### src/rtl/gcd_arbiter_seq.sv
// gcd_arbiter_seq
//   One iterative subtract-based GCD engine shared between two requesters.
//   Round-robin arbitration between requesters; each uses a req/ack handshake.
//   Any zero operand yields a result of 0.
//
// Ports
//   Clock       system clock, all state updates on the rising edge
//   Reset       synchronous, active-high reset
//   Req0/Req1   job requests, held high until the matching Ack
//   X0/Y0       operands of requester 0 (sampled on the grant edge)
//   X1/Y1       operands of requester 1 (sampled on the grant edge)
//   Ack0/Ack1   one-cycle completion pulses
//   Result      GCD of the last completed job, held until the next completion
//   Grant       index of the requester owning the engine (meaningful while Busy)
//   Busy        high while a job is computing or completing
module gcd_arbiter_seq #(
    parameter int unsigned WIDTH = 8
) (
    input  logic             Clock,
    input  logic             Reset,
    input  logic             Req0,
    input  logic [WIDTH-1:0] X0,
    input  logic [WIDTH-1:0] Y0,
    output logic             Ack0,
    input  logic             Req1,
    input  logic [WIDTH-1:0] X1,
    input  logic [WIDTH-1:0] Y1,
    output logic             Ack1,
    output logic [WIDTH-1:0] Result,
    output logic             Grant,
    output logic             Busy
);

    typedef enum logic [1:0] {
        IDLE,
        CALC,
        DONE
    } state_t;

    state_t           state;
    state_t           state_next;
    logic [WIDTH-1:0] a;
    logic [WIDTH-1:0] b;
    logic [WIDTH-1:0] a_next;
    logic [WIDTH-1:0] b_next;
    logic [WIDTH-1:0] result_next;
    logic             grant_next;
    logic             ptr;
    logic             ptr_next;
    logic             winner;
    logic             ack0_next;
    logic             ack1_next;
    logic             busy_next;

    // State, datapath and registered outputs
    always_ff @(posedge Clock) begin
        if (Reset) begin
            state  <= IDLE;
            a      <= '0;
            b      <= '0;
            ptr    <= 1'b0;
            Result <= '0;
            Grant  <= 1'b0;
            Ack0   <= 1'b0;
            Ack1   <= 1'b0;
            Busy   <= 1'b0;
        end else begin
            state  <= state_next;
            a      <= a_next;
            b      <= b_next;
            ptr    <= ptr_next;
            Result <= result_next;
            Grant  <= grant_next;
            Ack0   <= ack0_next;
            Ack1   <= ack1_next;
            Busy   <= busy_next;
        end
    end

    // Next-state and datapath
    always_comb begin
        state_next  = state;
        a_next      = a;
        b_next      = b;
        result_next = Result;
        grant_next  = Grant;
        ptr_next    = ptr;
        winner      = 1'b0;
        case (state)
            IDLE: begin
                if (Req0 || Req1) begin
                    // Contention is resolved by the pointer; a lone request wins outright.
                    winner     = (Req0 && Req1) ? ptr : Req1;
                    grant_next = winner;
                    a_next     = winner ? X1 : X0;
                    b_next     = winner ? Y1 : Y0;
                    state_next = CALC;
                end
            end
            CALC: begin
                if (a == '0 || b == '0) begin
                    result_next = '0;
                    state_next  = DONE;
                end else if (a == b) begin
                    result_next = a;
                    state_next  = DONE;
                end else if (a > b) begin
                    a_next = a - b;
                end else begin
                    b_next = b - a;
                end
            end
            DONE: begin
                // Pointer moves only on completion, so held requests alternate.
                ptr_next   = ~Grant;
                state_next = IDLE;
            end
            default: begin
                state_next = IDLE;
            end
        endcase
    end

    // Output decode from the next state so that the outputs come straight from flops
    always_comb begin
        busy_next = (state_next != IDLE);
        ack0_next = (state_next == DONE) && !grant_next;
        ack1_next = (state_next == DONE) &&  grant_next;
    end

endmodule
### config.mk
export PLATFORM = sky130hd
export DESIGN_NAME = gcd_arbiter_seq
export DESIGN_NICKNAME = d
export VERILOG_FILES = /design/src/rtl/gcd_arbiter_seq.sv
export SDC_FILE = /design/constraint.sdc
export NUM_CORES = 1
export LEC_CHECK = 0
export BUFFER_PORTS_ARGS = -buffer_cell sky130_fd_sc_hd__buf_2
export CAP_MARGIN = 0
export CORE_MARGIN = 2
export CORE_UTILIZATION = 50
export CTS_BUF_LIST = sky130_fd_sc_hd__clkbuf_8
export CTS_CLUSTER_SIZE = 12
export DETAILED_ROUTE_END_ITERATION = 10
export GPL_TIMING_DRIVEN = 1
export PLACE_DENSITY = 0.8
export SYNTH_ARGS = -nofsm -noshare
export SYNTH_HDL_FRONTEND = slang
export SYNTH_SLANG_ARGS = --single-unit
### constraint.sdc
create_clock -name Clock -period 3.1 [get_ports Clock]
set_input_delay 0.155 -clock Clock [delete_from_list [all_inputs] [get_ports Clock]]
set_output_delay 0.155 -clock Clock [all_outputs]
set_load 0.05 [all_outputs]
==> results of run 1 <==
[cell usage in the layout, fill, tap and decap left out, drive strengths merged, types with 6 or more instances in the layout]
master / instances
a211oi: 6
inv: 21
nand2b: 9
nor4: 6
nand2: 20
a21oi: 17
nor3: 6
dfxtp: 31
ha: 15
buf: 51
o211ai: 10
nor2: 24
mux2: 9
o21ai: 14
mux2i: 25
[synth_stat cells, drive strengths merged (6+ instances only)]
library cell	number
a211oi	6
a21oi	17
buf	11
clkbuf	6
dfxtp	31
ha	15
inv	21
mux2	9
mux2i	25
nand2	20
nand2b	9
nor2	24
nor3	6
nor4	6
o211ai	10
o21ai	14
[layer usage]
layer	share of wire [%]	routed length, um	track usage (%)	vias up
met2	47	2989	39.84	99
met3	7.0	446	3.867	17
met1	44	2778	32.71	1076
met5	0	0	0	-
met4	2.5	157	10.70	0
li1	-	-	-	1128
[final timing paths]
kind,start,end,slack [ps],depth (start not counted)
hold / removal,Req0,Busy,240,3
setup reg to reg,a[5],b[5],360,7
setup / recovery,a[5],b[5],360,7
hold reg to reg,Grant,ptr,460,1
[metrics by stage]
| step | power [mW] | setup slack (ps) | utilization (%) | instances | hold WS [ps] |
|---|---|---|---|---|---|
| floorplan | 2.172 | 823.7 | - | 286 | 368.7 |
| global placement | 2.541 | 518.7 | 56.46 | 374 | 456.8 |
| detailed placement | 2.575 | 446.7 | 56.46 | 374 | 461.0 |
| CTS | 2.905 | 414.0 | 58.36 | 382 | 240.5 |
| global route | 3.161 | 215.2 | 58.36 | 382 | 251.2 |
| finish | 2.954 | 359.4 | 58.36 | 382 | 236.6 |
[power by group through the flow]
stage	Sequential [mW]	Combinational [mW]	Clock (mW)
CTS	0.652	1.93	0.325
global route	0.671	2.14	0.345
floorplan	0.714	1.46	0
global placement	0.653	1.89	0
detailed placement	0.660	1.92	0
finish	0.655	1.97	0.327
[kinds of logic after synthesis]
group,count (synthesis),synth area share [%]
XOR/XNOR,3,1.100
multiplexers,34,14.72
buffers and inverters,38,7.072
AND/OR/NAND/NOR,87,19.49
AO/OA/AOI/OAI,76,22.11
adder cells (fa/ha/maj),17,9.534
flip-flops,31,25.98
[final cells by class]
cell class	instances	share of cell area [%]
multi-input combinational	217	58.79
sequential	31	22.82
timing repair buffer	51	9.752
inverter	21	2.898
clock buffer	5	2.530
tap	54	2.484
clock inverter	3	0.7360
[critical path, stage by stage (launching register included)]
cell and delay [ps]:
dfxtp_1 390, inv_1 90, ha_1 530, nand4_1 240, or2_1 320, nand4_1 170, o21a_1 500, mux2_1 370
[state kept, by name, indices dropped and copies added (netlist names)]
name    cells
a           8
Busy        1
ptr         1
Result      8
state       2
Grant       1
b           8
Ack0        1
Ack1        1
==> impl_metrics.prom, run 1 <==
# TYPE chip_impl_metric gauge
chip_impl_info{name="status",value="completed"} 1
chip_impl_metric{name="ctsHtreeMaxLevel",unit=""} 2
chip_impl_info{name="tritoncts",value="done"} 1
chip_impl_info{name="clock-root-buffer",value="clkbuf_8"} 1
chip_impl_metric{name="grt_pass1_wl",unit="um"} 10170
chip_impl_info{name="hp-class",value="input pin to flop"} 1
chip_impl_metric{name="synth.cell_area",unit="um^2"} 2389
chip_impl_metric{name="combinationalPowerShare",unit="%"} 66.8
chip_impl_info{name="ys_dominant_reg_cell",value="dfxtp_1"} 1
chip_impl_metric{name="post_cts_buffers",unit=""} 0
chip_impl_metric{name="area_growth_syn_to_layout",unit="%"} 13.88
chip_impl_metric{name="flop_pwr_share",unit="%"} 22.2
chip_impl_metric{name="finalCritPeriodShare",unit="%"} 88.41
chip_impl_metric{name="drt-vias-per-instance",unit=""} 6.073
chip_impl_metric{name="clockBufferDepth",unit=""} 2
chip_impl_metric{name="max_cap_violations",unit=""} 0
chip_impl_metric{name="placed_area",unit="um^2"} 2631
chip_impl_metric{name="final_max_slew_viol_count",unit=""} 0
chip_impl_metric{name="syn_inst",unit=""} 286
chip_impl_info{name="worstSetupStartpointType",value="flop"} 1
chip_impl_metric{name="postSynth.asyncResetShare",unit="%"} 0
chip_impl_metric{name="diode_insertion_count_for_antenna_repair",unit=""} 0
chip_impl_metric{name="grt_start_max_net_pins",unit=""} 25
chip_impl_metric{name="power.switching_fraction",unit="%"} 51.59
chip_impl_metric{name="clock_latency",unit="ps"} 290
chip_impl_metric{name="p_leak",unit="nW"} 1.180
chip_impl_metric{name="cp_data_arrival_time",unit="ps"} 2920
chip_impl_metric{name="crit_path_max_fanout",unit=""} 14
chip_impl_metric{name="grt_usage",unit="%"} 24.76
chip_impl_metric{name="required",unit="ps"} 3280
chip_impl_metric{name="p_int",unit="mW"} 1.430
chip_impl_metric{name="clk_pin_slew",unit="ps"} 70
chip_impl_metric{name="fin_skew",unit="ps"} 6.708
chip_impl_metric{name="finalSetupViolations",unit=""} 0
chip_impl_metric{name="ioPinCount",unit=""} 48
chip_impl_metric{name="holdBufCountCts",unit=""} 0
chip_impl_metric{name="synthDistinctLibCells",unit=""} 52
chip_impl_info{name="worstSetupEndpointType",value="flop"} 1
chip_impl_metric{name="core_region_area",unit="um^2"} 4661
chip_impl_metric{name="gr-total-overflow",unit=""} 0
chip_impl_metric{name="cts.sinks",unit=""} 31
chip_impl_metric{name="routed_wirelength",unit="um"} 6372
chip_impl_metric{name="synth_warnings",unit=""} 0
chip_impl_metric{name="syn_nets",unit=""} 339
chip_impl_metric{name="power.clock.fraction",unit="%"} 11.1
chip_impl_metric{name="number_of_antenna_violations_at_the_first_check_in_global_routing",unit=""} 0
chip_impl_metric{name="synth_area_per_cell",unit="um^2"} 8.352
chip_impl_metric{name="fmax",unit="GHz"} 0.3649
chip_impl_metric{name="layout.cell_area.non_filler",unit="um^2"} 2720
chip_impl_metric{name="synth_edf_count",unit=""} 0
chip_impl_metric{name="maxSlewHeadroom",unit="%"} 41.57
chip_impl_metric{name="routed_wire_length_per_instance",unit="um"} 16.68
chip_impl_metric{name="post_cts_resized",unit=""} 0
chip_impl_metric{name="synth_top_area_share",unit="%"} 25.98
chip_impl_metric{name="power.density",unit="nW/um^2"} 1086
chip_impl_metric{name="ratio_of_cells_with_drive_above_1_in_the_final_layout",unit="%"} 22.26
chip_impl_metric{name="multi_input_comb_area",unit="um^2"} 1599
chip_impl_metric{name="vdd.ir_drop.worst",unit="mV"} 0.5659
chip_impl_metric{name="cts-buffers-inserted",unit=""} 5
chip_impl_info{name="worstSetupPathType",value="flop to flop"} 1
chip_impl_metric{name="hpwlAfterDp",unit="um"} 4751
chip_impl_info{name="yosys.area.top_type",value="dfxtp_1"} 1
chip_impl_metric{name="postSynthRegisterBits",unit=""} 31
chip_impl_info{name="rsz0062_at_grt",value="false"} 1
chip_impl_metric{name="net_switching_component_of_the_power",unit="mW"} 1.524
chip_impl_metric{name="finish.net_count",unit=""} 380
chip_impl_metric{name="fp.dieW",unit="um"} 73.12
chip_impl_metric{name="final_hold_viol_count",unit=""} 0
chip_impl_metric{name="seq_total_area_yosys",unit="%"} 25.98
chip_impl_metric{name="start_util",unit="%"} 51.25
chip_impl_metric{name="die_height",unit="um"} 73.12
chip_impl_metric{name="via_count",unit=""} 2320
chip_impl_info{name="yosys-top-cells-area",value="dfxtp_1 (26%), mux2i_1 (10%), ha_1 (7.9%)"} 1
chip_impl_metric{name="detail_route.drc_violations",unit=""} 0
chip_impl_metric{name="fp.dieArea",unit="um^2"} 5346
chip_impl_metric{name="drt.antenna.violating_nets",unit=""} 0
chip_impl_metric{name="num-fill-cells",unit=""} 435
chip_impl_metric{name="drt-initial-drc-count",unit=""} 152
chip_impl_metric{name="setup_tns",unit="ps"} 0
chip_impl_metric{name="worst-slew-pin-transition",unit="ps"} 876.4
chip_impl_metric{name="regArea",unit="um^2"} 620.6
chip_impl_metric{name="post-route-min-period",unit="ps"} 2741
chip_impl_metric{name="drt_first_pass_iters",unit=""} 5
chip_impl_metric{name="count_of_port_buffers_added_during_placement",unit=""} 47
chip_impl_metric{name="first_global_vias",unit=""} 2172
chip_impl_metric{name="rows",unit=""} 25
chip_impl_metric{name="place.gp.congestion",unit=""} 0.9260
(Power assumes the default switching activity.)
==> run 2, diff against run 1 <==
- CORE_MARGIN: 2 -> 4
==> run 2 against run 1 <==
  * Sequential power grew 0.6%
  * Non-clock buffer count grew 1
  * Die area grew 11%
  * Register-to-register slack gained 40 ps
  * Wire length grew 0.53%
  * Hold slack lost 7.6 ps
  * Worst setup slack gained 38 ps
  * Highest routed layer unchanged
==> impl_metrics.prom, run 2 (synthesis results as in run 1) <==
# TYPE chip_impl_metric gauge
chip_impl_info{name="layout.cells.most_common",value="buf_2"} 1
chip_impl_metric{name="fmax",unit="GHz"} 0.3701
chip_impl_metric{name="start_util",unit="%"} 53.38
chip_impl_metric{name="clockBufferDepth",unit=""} 2
chip_impl_metric{name="regToRegSetupSlack",unit="ps"} 400
chip_impl_metric{name="clock_latency",unit="ps"} 290
chip_impl_metric{name="finish.net_count",unit=""} 381
chip_impl_info{name="worstSetupEndpointType",value="flop"} 1
chip_impl_metric{name="routed_wire_length_per_instance",unit="um"} 16.81
chip_impl_info{name="tritoncts",value="done"} 1
chip_impl_metric{name="diode_insertion_count_for_antenna_repair",unit=""} 0
chip_impl_metric{name="placed_area",unit="um^2"} 2636
chip_impl_info{name="worstSetupPathType",value="flop to flop"} 1
chip_impl_metric{name="grt_pass1_wl",unit="um"} 10670
chip_impl_metric{name="final_max_slew_viol_count",unit=""} 0
chip_impl_metric{name="crit_path_max_fanout",unit=""} 8
chip_impl_info{name="mostFrequentLayoutCells",value="buf_2 (47), dfxtp_1 (31), mux2i_1 (25), nor2_1 (24), inv_1 (21)"} 1
chip_impl_info{name="hp-class",value="input pin to flop"} 1
chip_impl_metric{name="gr-total-overflow",unit=""} 0
chip_impl_metric{name="number_of_antenna_violations_at_the_first_check_in_global_routing",unit=""} 0
chip_impl_info{name="status",value="completed"} 1
chip_impl_metric{name="drt-vias-per-instance",unit=""} 6.105
chip_impl_metric{name="setup_tns",unit="ps"} 0
chip_impl_metric{name="ioPinCount",unit=""} 48
chip_impl_metric{name="cts-buffers-inserted",unit=""} 5
chip_impl_metric{name="required",unit="ps"} 3280
chip_impl_metric{name="holdBufCountCts",unit=""} 0
chip_impl_metric{name="fin_skew",unit="ps"} 5.221
chip_impl_metric{name="gr-usage-met2",unit="%"} 35.45
chip_impl_metric{name="die_height",unit="um"} 77.12
chip_impl_metric{name="multi_input_comb_area",unit="um^2"} 1599
chip_impl_metric{name="power.density",unit="nW/um^2"} 1085
chip_impl_metric{name="core_region_area",unit="um^2"} 4474
chip_impl_metric{name="regArea",unit="um^2"} 620.6
chip_impl_metric{name="cp_data_arrival_time",unit="ps"} 2880
chip_impl_metric{name="vdd.ir_drop.worst",unit="mV"} 0.6557
chip_impl_metric{name="count_of_port_buffers_added_during_placement",unit=""} 47
chip_impl_metric{name="routed_wirelength",unit="um"} 6406
chip_impl_metric{name="detail_route.drc_violations",unit=""} 0
chip_impl_metric{name="pre_cts_ws",unit="ps"} 428.5
chip_impl_metric{name="drt.antenna.violating_nets",unit=""} 0
chip_impl_metric{name="grt_usage",unit="%"} 22.21
chip_impl_metric{name="drt-initial-drc-count",unit=""} 218
chip_impl_metric{name="area_growth_syn_to_layout",unit="%"} 14.25
chip_impl_metric{name="ctsHtreeMaxLevel",unit=""} 2
chip_impl_info{name="clock-root-buffer",value="clkbuf_8"} 1
chip_impl_metric{name="grtUsageMet1",unit="%"} 28.94
chip_impl_metric{name="cts.sinks",unit=""} 31
chip_impl_metric{name="drt_first_pass_iters",unit=""} 4
chip_impl_info{name="rsz0062_at_grt",value="false"} 1
chip_impl_metric{name="worst-slew-pin-transition",unit="ps"} 837.2
chip_impl_metric{name="post-route-min-period",unit="ps"} 2702
chip_impl_info{name="top_regs",value="Result: 8 flops, a: 8 flops, b: 8 flops"} 1
chip_impl_metric{name="grt_start_max_net_pins",unit=""} 25
chip_impl_metric{name="place.gp.congestion",unit=""} 0.9855
chip_impl_metric{name="final_hold_viol_count",unit=""} 0
chip_impl_metric{name="post_cts_buffers",unit=""} 0
chip_impl_metric{name="p_leak",unit="nW"} 1.186
chip_impl_metric{name="maxSlewHeadroom",unit="%"} 44.19
chip_impl_metric{name="fp.dieW",unit="um"} 77.12
chip_impl_metric{name="ratio_of_cells_with_drive_above_1_in_the_final_layout",unit="%"} 22.49
chip_impl_metric{name="finalCritPeriodShare",unit="%"} 87.17
chip_impl_metric{name="num-fill-cells",unit=""} 409
chip_impl_metric{name="post_cts_resized",unit=""} 0
chip_impl_metric{name="max_cap_violations",unit=""} 0
chip_impl_metric{name="rows",unit=""} 24
chip_impl_metric{name="layout.cell_area.non_filler",unit="um^2"} 2729
chip_impl_metric{name="fp.dieArea",unit="um^2"} 5947
chip_impl_info{name="top_usage_layer",value="met2"} 1
chip_impl_metric{name="grt_use_met3",unit="%"} 5.152
chip_impl_metric{name="finalSetupViolations",unit=""} 0
chip_impl_metric{name="first_global_vias",unit=""} 2198
chip_impl_metric{name="clk_pin_slew",unit="ps"} 80
chip_impl_metric{name="via_count",unit=""} 2326
chip_impl_info{name="worstSetupStartpointType",value="flop"} 1
chip_impl_metric{name="setup_slack",unit="ps"} 397.7
chip_impl_metric{name="hpwlAfterDp",unit="um"} 4841
## run 2: cell count changes in the layout (fill, tap and decap cells not counted), sizes merged
| cell | delta |
|---|---|
| inv | +1 |
| buf | +1 |
| clkinv | -1 |
## run 2: cell type report
| cell class | instances | area share, % |
|---|---|---|
| Multi-Input combinational cell | 217 | 58.60 |
| Sequential cell | 31 | 22.74 |
| Timing Repair Buffer | 52 | 9.995 |
| Inverter | 21 | 2.889 |
| Clock buffer | 5 | 2.522 |
| Tap cell | 52 | 2.384 |
| Clock inverter | 3 | 0.8712 |
## run 2: power by group
| group | internal, mW | total, mW | switching [mW] |
|---|---|---|---|
| Sequential | 0.518 | 0.659 | 0.141 |
| Combinational | 0.771 | 1.97 | 1.20 |
| Clock | 0.160 | 0.332 | 0.172 |
## run 2: critical path, cell delays in order, from the launching register on
cell and delay, ps:
dfxtp_1 390, inv_1 90, ha_1 230, fa_1 380
nand2b_1 200, a211oi_2 260, o32a_1 220, o21a_1 470
mux2_1 370
## run 2: per-stage QoR
stage          util [%]  hold slack (ps)  std cells  total power [mW]
5_1_grt           60.99            269.6        381             3.175
6_report          60.99            229.0        381             2.961
2_1_floorplan         -            368.7        286             2.172
4_1_cts           60.99            227.8        381             2.929
3_5_place_dp      58.92            472.5        373             2.586
3_3_place_gp      58.92            460.9        373             2.557
## run 2: path summary, 6_finish.rpt
check | startpoint | endpoint | cells after the start
min reg2reg | Grant | ptr | 1
max reg2reg | a[0] | b[5] | 8
max | a[0] | b[5] | 8
min | Req0 | Busy | 3
## run 2: per-layer routing
| layer | wire [um] | vias up |
|---|---|---|
| li1 | - | 1131 |
| met1 | 2740 | 1070 |
| met2 | 2930 | 111 |
| met3 | 595 | 14 |
| met4 | 138 | 0 |
| met5 | 0 | - |
==> run 3, diff against run 2 <==
- BUFFER_PORTS_ARGS: -buffer_cell sky130_fd_sc_hd__buf_2 -> -buffer_cell sky130_fd_sc_hd__buf_4
- CELL_PAD_IN_SITES_DETAIL_PLACEMENT: default -> 1
- CELL_PAD_IN_SITES_GLOBAL_PLACEMENT: default -> 2
- CORE_UTILIZATION: 50 -> 33
- PLACE_DENSITY: 0.8 -> 0.87
==> run 3 against run 2 <==
  * Via count is 0.52% higher
  * Cell count grew 12%
  * Critical path depth up 1
  * Flip-flop and latch count stayed put
  * Clock power increased by 31%
  * Sequential share of layout area down 1.7 points
  * Hold slack improved by 0.92 ps
  * Sequential power about the same
  * Critical endpoint is now b[2]
  * Wire length up 19%
  * Clock skew grew 5.7 ps
  * Die area rose by 46%
  * Utilization down 18 points
==> impl_metrics.prom, run 3 (synthesis results as in run 1) <==
# TYPE chip_impl_metric gauge
chip_impl_metric{name="power.density",unit="nW/um^2"} 1084
chip_impl_metric{name="first_global_vias",unit=""} 2322
chip_impl_metric{name="clock_latency",unit="ps"} 300
chip_impl_info{name="worstSetupEndpointType",value="flop"} 1
chip_impl_info{name="status",value="completed"} 1
chip_impl_info{name="worstSetupPathType",value="flop to flop"} 1
chip_impl_info{name="worstSetupStartpointType",value="flop"} 1
chip_impl_metric{name="drt_first_pass_iters",unit=""} 4
chip_impl_metric{name="cts-buffers-inserted",unit=""} 5
chip_impl_metric{name="cts.sinks",unit=""} 31
chip_impl_metric{name="number_of_antenna_violations_at_the_first_check_in_global_routing",unit=""} 0
chip_impl_metric{name="die_height",unit="um"} 93.08
chip_impl_metric{name="power.clock.fraction",unit="%"} 13.6
chip_impl_metric{name="required",unit="ps"} 3320
chip_impl_metric{name="post-route-min-period",unit="ps"} 2642
chip_impl_metric{name="vdd.ir_drop.worst",unit="mV"} 0.3422
chip_impl_metric{name="combinationalPowerShare",unit="%"} 65.7
chip_impl_metric{name="grt_pass1_wl",unit="um"} 12030
chip_impl_metric{name="post_cts_resized",unit=""} 0
chip_impl_metric{name="finalCritPeriodShare",unit="%"} 85.23
chip_impl_metric{name="final_max_slew_viol_count",unit=""} 0
chip_impl_metric{name="instances_no_fill",unit=""} 428
chip_impl_metric{name="fmax",unit="GHz"} 0.3785
chip_impl_metric{name="finish.net_count",unit=""} 384
chip_impl_metric{name="grtUsageMet1",unit="%"} 23.76
chip_impl_metric{name="routed_wirelength",unit="um"} 7606
chip_impl_info{name="clock-root-buffer",value="clkbuf_8"} 1
chip_impl_metric{name="fin_skew",unit="ps"} 10.91
chip_impl_metric{name="hpwlAfterDp",unit="um"} 5784
chip_impl_info{name="hp-class",value="input pin to flop"} 1
chip_impl_metric{name="rows",unit=""} 30
chip_impl_metric{name="final_hold_viol_count",unit=""} 0
chip_impl_metric{name="p_leak",unit="nW"} 1.251
chip_impl_metric{name="routed_wire_length_per_instance",unit="um"} 17.77
chip_impl_metric{name="finalSetupViolations",unit=""} 0
chip_impl_metric{name="area_growth_syn_to_layout",unit="%"} 23.47
chip_impl_info{name="mostFrequentLayoutCells",value="buf_4 (55), dfxtp_1 (31), mux2i_1 (25), nor2_1 (24), inv_1 (21)"} 1
chip_impl_metric{name="gr-total-overflow",unit=""} 0
chip_impl_metric{name="start_util",unit="%"} 34.58
chip_impl_metric{name="ratio_of_cells_with_drive_above_1_in_the_final_layout",unit="%"} 23.19
chip_impl_metric{name="clockBufferDepth",unit=""} 2
chip_impl_metric{name="holdBufCountCts",unit=""} 0
chip_impl_metric{name="max_cap_violations",unit=""} 0
chip_impl_metric{name="grt_start_max_net_pins",unit=""} 25
chip_impl_metric{name="number_of_placed_cells_counting_well_taps",unit=""} 420
chip_impl_info{name="top_regs",value="Result: 8 flops, a: 8 flops, b: 8 flops"} 1
chip_impl_info{name="layout.cells.most_common",value="buf_4"} 1
chip_impl_metric{name="place.gp.congestion",unit=""} 0.8960
chip_impl_metric{name="num-fill-cells",unit=""} 856
chip_impl_metric{name="drt-vias-per-instance",unit=""} 5.463
chip_impl_info{name="tritoncts",value="done"} 1
chip_impl_metric{name="power.switching_fraction",unit="%"} 49.78
chip_impl_metric{name="via_count",unit=""} 2338
chip_impl_metric{name="ioPinCount",unit=""} 48
chip_impl_metric{name="ctsHtreeMaxLevel",unit=""} 2
chip_impl_info{name="rsz0062_at_grt",value="false"} 1
chip_impl_metric{name="drt.antenna.violating_nets",unit=""} 0
chip_impl_metric{name="cp_data_arrival_time",unit="ps"} 2860
chip_impl_metric{name="net_switching_component_of_the_power",unit="mW"} 1.592
chip_impl_metric{name="regToRegSetupSlack",unit="ps"} 460
chip_impl_metric{name="post_cts_buffers",unit=""} 0
chip_impl_metric{name="fp.dieW",unit="um"} 93.08
chip_impl_metric{name="multi_input_comb_area",unit="um^2"} 1599
chip_impl_metric{name="core_region_area",unit="um^2"} 6907
chip_impl_metric{name="flop_pwr_share",unit="%"} 20.7
chip_impl_metric{name="maxSlewHeadroom",unit="%"} 44.30
chip_impl_metric{name="drt-initial-drc-count",unit=""} 88
chip_impl_metric{name="count_of_port_buffers_added_during_placement",unit=""} 47
chip_impl_metric{name="fp.dieArea",unit="um^2"} 8663
chip_impl_metric{name="regArea",unit="um^2"} 620.6
chip_impl_metric{name="gr-usage-met2",unit="%"} 28.79
chip_impl_metric{name="setup_tns",unit="ps"} 0
chip_impl_metric{name="diode_insertion_count_for_antenna_repair",unit=""} 0
chip_impl_metric{name="clk_pin_slew",unit="ps"} 80
chip_impl_info{name="top_usage_layer",value="met2"} 1
chip_impl_metric{name="p_int",unit="mW"} 1.606
chip_impl_metric{name="detail_route.drc_violations",unit=""} 0
chip_impl_metric{name="worst-slew-pin-transition",unit="ps"} 835.5
chip_impl_metric{name="grt_use_met3",unit="%"} 2.655
chip_impl_metric{name="grt_usage",unit="%"} 17.61
chip_impl_metric{name="crit_path_max_fanout",unit=""} 5
chip_impl_metric{name="power.total",unit="mW"} 3.198
==> run 3: changes by cell type in the layout (fill, tap and decap cells not counted), sizes merged <==
cell / previous run / this run
buf: 52 / 55
bufinv: 0 / 1
clkbuf: 5 / 6
clkinv: 0 / 1
clkinvlp: 2 / 0
inv: 22 / 21
==> run 3: per-stage QoR <==
stage / util (%) / setup slack, ps / hold slack (ps) / area, um^2
3_5_place_dp: 41.00 / 505.1 / 479.1 / 2831
2_1_floorplan: - / 823.7 / 368.7 / 2389
3_3_place_gp: 41.00 / 576.5 / 462.8 / 2831
5_1_grt: 42.70 / 273.6 / 235.1 / 2949
4_1_cts: 42.70 / 480.0 / 222.9 / 2949
6_report: 42.70 / 458.0 / 229.9 / 2949
==> run 3: path summary, 6_finish.rpt <==
path	startpoint	endpoint	cells past startpoint
max	a[0]	b[2]	9
min	Reset	Result[7]	2
max reg2reg	a[0]	b[2]	9
min reg2reg	Grant	ptr	1
==> run 3: metal layers <==
metal / vias up / routed length (um)
li1: 1128 / -
met1: 1137 / 3615
met2: 64 / 3470
met3: 9 / 403
met4: 0 / 117
met5: - / 0
==> run 3: critical path: stages (launching register included) <==
cell and delay [ps]:
dfxtp_1 380, inv_1 80, ha_1 230, fa_1 380, nand2b_1 220, a211oi_2 280
o32a_1 220, o21a_1 360, buf_4 230, mux2i_1 180
==> run 3: cell type report <==
class / count / area share, %
Clock buffer: 6 / 2.800
Clock inverter: 2 / 1.188
Inverter: 21 / 2.673
Multi-Input combinational cell: 217 / 54.22
Sequential cell: 31 / 21.04
Tap cell: 96 / 4.073
Timing Repair Buffer: 55 / 14.00
==> run 3: power by group through the flow <==
stage | Combinational (mW) | Sequential (mW) | Clock [mW]
after floorplan | 1.46 | 0.714 | 0
after detailed placement | 2.07 | 0.672 | 0
final | 2.10 | 0.662 | 0.435
after CTS | 2.09 | 0.664 | 0.440
after global placement | 2.04 | 0.666 | 0
after global routing | 2.30 | 0.682 | 0.457
